<file path="src/rtl/wb_pkg.sv">
`default_nettype none
// ============================================================================
//  Module      : wb_pkg
//  Description : Shared types and constants for the register-file writeback
//                arbiter: destination-address width, queued request layout
//                and the grant encoding.
//  Revision    : 1.0  initial release
// ============================================================================
package wb_pkg;

    // Register-file address width (32 architectural registers)
    localparam int REG_AW  = 5;
    // Nominal writeback data width used by the request record
    localparam int WB_XLEN = 64;

    // One queued writeback: destination register and value
    typedef struct packed {
        logic [REG_AW-1:0]  rd;
        logic [WB_XLEN-1:0] data;
    } wb_req_t;

    // Which source owns the write port in the current cycle
    typedef enum logic [1:0] {
        GNT_NONE = 2'd0,
        GNT_P0   = 2'd1,
        GNT_P1   = 2'd2
    } wb_gnt_e;

endpackage
`default_nettype wire

</file>
<file path="src/rtl/wb_fifo.sv">
`default_nettype none
// ============================================================================
//  Module      : wb_fifo
//  Description : Synchronous FIFO for queued writeback requests. Push and pop
//                in the same cycle are allowed; a push while full or a pop
//                while empty is ignored so the queue can never corrupt itself.
//                The head entry is presented combinationally.
//  Revision    : 1.0  initial release
// ============================================================================
module wb_fifo
    import wb_pkg::*;
#(
    parameter  int WIDTH = 69,
    parameter  int DEPTH = 4,
    localparam int c_AW  = $clog2(DEPTH),
    localparam int c_CW  = c_AW + 1
) (
    input  logic             clk,
    input  logic             rst,
    input  logic             i_push,
    input  logic [WIDTH-1:0] i_push_data,
    input  logic             i_pop,
    output logic [WIDTH-1:0] o_pop_data,
    output logic [c_CW-1:0]  o_count,
    output logic             o_full,
    output logic             o_empty
);

    logic [WIDTH-1:0] r_mem [DEPTH];
    logic [c_AW-1:0]  r_wptr;
    logic [c_AW-1:0]  r_rptr;
    logic [c_CW-1:0]  r_count;
    logic             w_do_push;
    logic             w_do_pop;

    assign o_full     = (r_count == c_CW'(DEPTH));
    assign o_empty    = (r_count == '0);
    assign o_count    = r_count;
    assign o_pop_data = r_mem[r_rptr];

    assign w_do_push  = i_push && !o_full;
    assign w_do_pop   = i_pop  && !o_empty;

    // Storage array; contents need no reset because occupancy gates every read
    always_ff @(posedge clk) begin
        if (w_do_push) begin
            r_mem[r_wptr] <= i_push_data;
        end
    end

    // Pointers wrap naturally (power-of-two depth); occupancy tracks push/pop
    always_ff @(posedge clk) begin
        if (rst) begin
            r_wptr  <= '0;
            r_rptr  <= '0;
            r_count <= '0;
        end else begin
            if (w_do_push) begin
                r_wptr <= r_wptr + c_AW'(1);
            end
            if (w_do_pop) begin
                r_rptr <= r_rptr + c_AW'(1);
            end
            case ({w_do_push, w_do_pop})
                2'b10:   r_count <= r_count + c_CW'(1);
                2'b01:   r_count <= r_count - c_CW'(1);
                default: r_count <= r_count;
            endcase
        end
    end

endmodule
`default_nettype wire

</file>
<file path="src/rtl/regfile_wb_arbiter.sv">
`default_nettype none
// ============================================================================
//  Module      : regfile_wb_arbiter
//  Description : Shares the register file's single write port between the
//                single-cycle ALU path (port 0, unbuffered) and the
//                long-latency path (port 1, queued). Port 0 has fixed
//                priority; a port-1 head that keeps losing is forced through
//                after STARVE_LIMIT lost arbitrations. The write port outputs
//                are registered (one cycle after the grant).
//  Revision    : 1.0  initial release
// ============================================================================
module regfile_wb_arbiter
    import wb_pkg::*;
#(
    parameter int XLEN         = 64,
    parameter int FIFO_DEPTH   = 4,
    parameter int STARVE_LIMIT = 3
) (
    input  logic                          clk,
    input  logic                          rst,
    input  logic                          p0_valid,
    output logic                          p0_ready,
    input  logic [REG_AW-1:0]             p0_rd,
    input  logic [XLEN-1:0]               p0_data,
    input  logic                          p1_valid,
    output logic                          p1_ready,
    input  logic [REG_AW-1:0]             p1_rd,
    input  logic [XLEN-1:0]               p1_data,
    output logic                          wb_we,
    output logic [REG_AW-1:0]             wb_addr,
    output logic [XLEN-1:0]               wb_data,
    output logic [$clog2(FIFO_DEPTH):0]   p1_count
);

    localparam int             c_ENT_W      = REG_AW + XLEN;
    localparam int             c_SW         = $clog2(STARVE_LIMIT + 1);
    localparam logic [c_SW-1:0] c_STARVE_MAX = c_SW'(STARVE_LIMIT);

    wb_gnt_e            w_gnt;
    logic               w_hv;
    logic               w_full;
    logic               w_empty;
    logic               w_push;
    logic               w_pop;
    logic [c_ENT_W-1:0] w_head;
    logic [REG_AW-1:0]  w_head_rd;
    logic [XLEN-1:0]    w_head_data;

    logic [c_SW-1:0]    r_starve;
    logic               r_wb_we;
    logic [REG_AW-1:0]  r_wb_addr;
    logic [XLEN-1:0]    r_wb_data;

    assign w_hv        = !w_empty;
    assign w_head_rd   = w_head[c_ENT_W-1 -: REG_AW];
    assign w_head_data = w_head[XLEN-1:0];

    // Writes to x0 are architecturally void: they are accepted without ever
    // touching the port (port 0) or the queue (port 1).
    assign p0_ready = !rst && ((w_gnt == GNT_P0) || (p0_rd == '0));
    assign p1_ready = !rst && ((p1_rd == '0) || !w_full);
    assign w_push   = p1_valid && p1_ready && (p1_rd != '0);
    assign w_pop    = (w_gnt == GNT_P1);

    wb_fifo #(
        .WIDTH (c_ENT_W),
        .DEPTH (FIFO_DEPTH)
    ) u_fifo (
        .clk         (clk),
        .rst         (rst),
        .i_push      (w_push),
        .i_push_data ({p1_rd, p1_data}),
        .i_pop       (w_pop),
        .o_pop_data  (w_head),
        .o_count     (p1_count),
        .o_full      (w_full),
        .o_empty     (w_empty)
    );

    // Fixed priority to the ALU path, overridden once the queued head has starved
    always_comb begin
        w_gnt = GNT_NONE;
        if (w_hv && (r_starve == c_STARVE_MAX)) begin
            w_gnt = GNT_P1;
        end else if (p0_valid && (p0_rd != '0)) begin
            w_gnt = GNT_P0;
        end else if (w_hv) begin
            w_gnt = GNT_P1;
        end
    end

    // Count consecutive losses of a waiting head; any pop or empty queue restarts it
    always_ff @(posedge clk) begin
        if (rst) begin
            r_starve <= '0;
        end else if (!w_hv || w_pop) begin
            r_starve <= '0;
        end else if (r_starve != c_STARVE_MAX) begin
            r_starve <= r_starve + c_SW'(1);
        end
    end

    // Register the winning request onto the write port; idle keeps addr/data
    always_ff @(posedge clk) begin
        if (rst) begin
            r_wb_we   <= 1'b0;
            r_wb_addr <= '0;
            r_wb_data <= '0;
        end else begin
            case (w_gnt)
                GNT_P0: begin
                    r_wb_we   <= 1'b1;
                    r_wb_addr <= p0_rd;
                    r_wb_data <= p0_data;
                end
                GNT_P1: begin
                    r_wb_we   <= 1'b1;
                    r_wb_addr <= w_head_rd;
                    r_wb_data <= w_head_data;
                end
                default: begin
                    r_wb_we   <= 1'b0;
                end
            endcase
        end
    end

    assign wb_we   = r_wb_we;
    assign wb_addr = r_wb_addr;
    assign wb_data = r_wb_data;

endmodule
`default_nettype wire

</file>
<file path="config.mk">
export PLATFORM = sky130hd
export DESIGN_NAME = regfile_wb_arbiter
export DESIGN_NICKNAME = d
export VERILOG_FILES = /design/src/rtl/wb_pkg.sv /design/src/rtl/wb_fifo.sv /design/src/rtl/regfile_wb_arbiter.sv
export SDC_FILE = /design/constraint.sdc
export NUM_CORES = 1
export LEC_CHECK = 0
export ABC_AREA = 0
export BUFFER_PORTS_ARGS = -buffer_cell sky130_fd_sc_hd__buf_4
export CAP_MARGIN = 40
export CORE_MARGIN = 3
export CORE_UTILIZATION = 61
export CTS_CLUSTER_DIAMETER = 40
export DETAILED_ROUTE_END_ITERATION = 16
export GPL_ROUTABILITY_DRIVEN = 0
export PLACE_DENSITY = 0.85
export SLEW_MARGIN = 15
export SYNTH_ARGS = -nofsm -noshare
export SYNTH_HDL_FRONTEND = slang
export SYNTH_HIERARCHICAL = 1
export SYNTH_SLANG_ARGS = --single-unit
</file>
<file path="constraint.sdc">
create_clock -name clk -period 6.2 [get_ports clk]
set_input_delay 0.93 -clock clk [delete_from_list [all_inputs] [get_ports clk]]
set_output_delay 0.93 -clock clk [all_outputs]
set_load 0.01 [all_outputs]
</file>
==> qor.yml <==
logic_synthesis:
  syn-num-nets: 902
  ys_types: 36
  synth_most_common_cell: "edfxtp_1"
  netlist_area_mm2: 0.0139
  synth_top_area_frac: 0.595
  synth_warnings: 6
  synth_top_flop_cell: "edfxtp_1"
  ys_seq_area_frac: 0.712
  async_flop_share: 0
  ys_seq_elements: 357
  synth.area.top_cells: "edfxtp_1 60%, dfxtp_1 12%, mux4_2 11%, mux2i_1 5.1%, a211oi_1 3.7%"
  synth_top_area_cell: "edfxtp_1"
  avgSynthCellArea_um2: 18.6
  syn_inst: 750
  synthTopCellsByCount: "276 x edfxtp_1, 81 x dfxtp_1, 71 x mux2i_1"
  synth_edf_count: 276
placement:
  dp_cells: 1207
  io_buffer_count: 216
  preCtsSetupSlack_ns: 1.90
  dp.final_hpwl_mm: 18.0
flow_run:
  drv_cap: 0
global_routing:
  grt_pass1_vias: 8267
  antenna_found_initial: 1
  grt_use_total: 0.244
  grt_overflow: 0
  grt_first_pass_wirelength_mm: 46.1
  grt_max_degree: 71
layout:
  area_delta_synth_final_pct: 24.2
  regArea_mm2: 0.00992
  diodes: 0
  num-fill-cells: 1210
  multi_input_area_mm2: 0.00367
  nNetsFinal: 1124
  final_cells: 1286
  drive_gt1_frac: 0.374
worst_setup_path:
  critical_path.top_delay_family: "adder cells"
  path_max_fanout: 32
  worstSetupEndpointType: "register"
  crit_arrival_ns: 4.32
  worstSetupPathType: "in -> reg"
  crit_path_start_kind: "primary input"
  max_stage_delay_ns: 0.63
  path_buf_inv: 3
  cp.required_ns: 6.64
  path_cells: "buf_4, or3_1, o311ai_1, ha_4, o31ai_1, inv_1, ha_1, inv_1, fa_1, xor2_1, or3_1, a21oi_1"
  cp_slowest_cell: "ha_4"
sta:
  setup_ws_ns: 2.32
  min_period_over_period: 0.626
  finalSetupTns_ns: 0
  timing.hold.ws_ns: 0.507
  slew_viol_final: 0
  fmax_ghz: 0.258
  worst_pin_slew_ns: 0.854
  setup_viol: 0
  rsz0062_at_grt: "false"
  hold_viol: 0
  finClkSkew_ns: 0.0102
  slew_headroom: 0.427
  min_period_ns: 3.88
clock_tree:
  cts_setup_buffers: 0
  tritoncts: "built"
  clk_path_buf_depth: 3
  insertion_delay_ns: 0.52
  cts_sinks: 357
  path_clk_slew_ns: 0.06
  cts_buffers: 42
  postCtsHoldBufs: 0
  ctsResizeCount: 0
  htreeDepth: 2
  ctsRootBufferMaster: "clkbuf_16"
drt:
  wl_per_cell_um: 23.3
  detail_route.iter0.violations: 391
  drtAntennaViolNets: 0
  num_vias: 7684
  drc: 0
  postRouteWirelength_mm: 30.0
  via_per_inst: 5.98
  dr.pass1.iters: 5
die:
  die_w_um: 157
  io_pins: 217
  core_mm2: 0.0221
  die_area_mm2: 0.0247
  die_y_um: 157
  initial_core_util: 0.630
  rows: 54
power:
  power.density_mw_per_mm2: 337
  vdd.ir_drop.worst_v: 0.000220
  p_total_mw: 5.82
  power_leakage_nw: 5.99
min_path:
  hold_path_class: "reg -> reg"
run_status:
  status: "finished, final reports clean"
## metrics by stage
stage | util | cell area, um2
final | 0.783 | 17300
after detailed placement | 0.713 | 15800
after global routing | 0.783 | 17300
after floorplan | - | 13900
after global placement | 0.707 | 15600
after CTS | 0.781 | 17300
## report_power, final
group	switching (mW)	leakage, nW	total (mW)	internal [mW]
Sequential	0.0477	3.18	2.73	2.68
Combinational	0.256	2.09	0.512	0.256
Clock	0.954	0.724	2.58	1.63
## logic make-up after synthesis
| logic type | share of synthesized area |
|---|---|
| mux | 0.163 |
| compound gates | 0.0448 |
| buf+inv | 0.0270 |
| simple gates | 0.0420 |
| xor+xnor | 0.00252 |
| flops | 0.712 |
| fa+ha+maj | 0.00952 |
## flip-flops by register name, summed over array words and instances, names as in the netlist, named ones only
signal and flops:
wb_data 64, r_starve 2, u_fifo/r_wptr 2, u_fifo/r_mem 276
wb_we 1, u_fifo/o_count 3, u_fifo/r_rptr 2, wb_addr 5
## metal layers
metal	GRT usage	share of wire	vias to the layer above
li1	-	-	3450
met1	0.319	0.39	3927
met2	0.416	0.52	246
met3	0.0517	0.057	59
met4	0.0793	0.028	2
met5	0	0.00043	-
## worst paths after layout
check               startpoint                 to  slack (ns)  cells past startpoint
max                   p0_rd[1]  u_fifo/o_count[2]        2.32                     12
min           u_fifo/r_rptr[1]           register        0.51                      2
max reg2reg  u_fifo/o_count[0]  u_fifo/o_count[2]        2.49                     12
min reg2reg   u_fifo/r_rptr[1]           register        0.51                      2
## worst reg2reg max path, stage by stage, from the launching register on
cell and delay (ns):
dfxtp_1 0.45, nor3_1 0.20, or3_1 0.43, o221ai_1 0.31, ha_4 0.61, o31ai_1 0.27, inv_1 0.11, ha_1 0.20
inv_1 0.07, fa_1 0.39, xor2_1 0.17, or3_1 0.30, a21oi_1 0.15
## placed cells by master, fill, tap and decap left out, types with 2 or more instances in the layout
master and count:
a211oi_1 69, a21oi_1 4, and2_4 4, buf_16 5
buf_4 221, bufinv_16 6, clkbuf_1 7, clkbuf_16 45
clkbuf_8 3, clkinv_2 2, clkinv_4 5, clkinvlp_4 4
dfxtp_1 79, dfxtp_4 2, edfxtp_1 276, ha_1 7
inv_1 8, inv_6 4, mux2i_1 71, mux4_2 69
nand2b_1 4, nor2_1 8, nor2b_1 69, nor4_1 2
o21ai_0 3, o311a_1 2, or3_1 7, xor2_1 4
## area by class of cell
type                       instances  area share
clock buffer                      55      0.0690
inverter                           9     0.00195
multi-input combinational        335       0.212
clock inverter                    23      0.0182
sequential                       357       0.574
timing repair buffer             227       0.105
tap                              280      0.0203
Note: power is estimated with default switching activity, not from simulation.
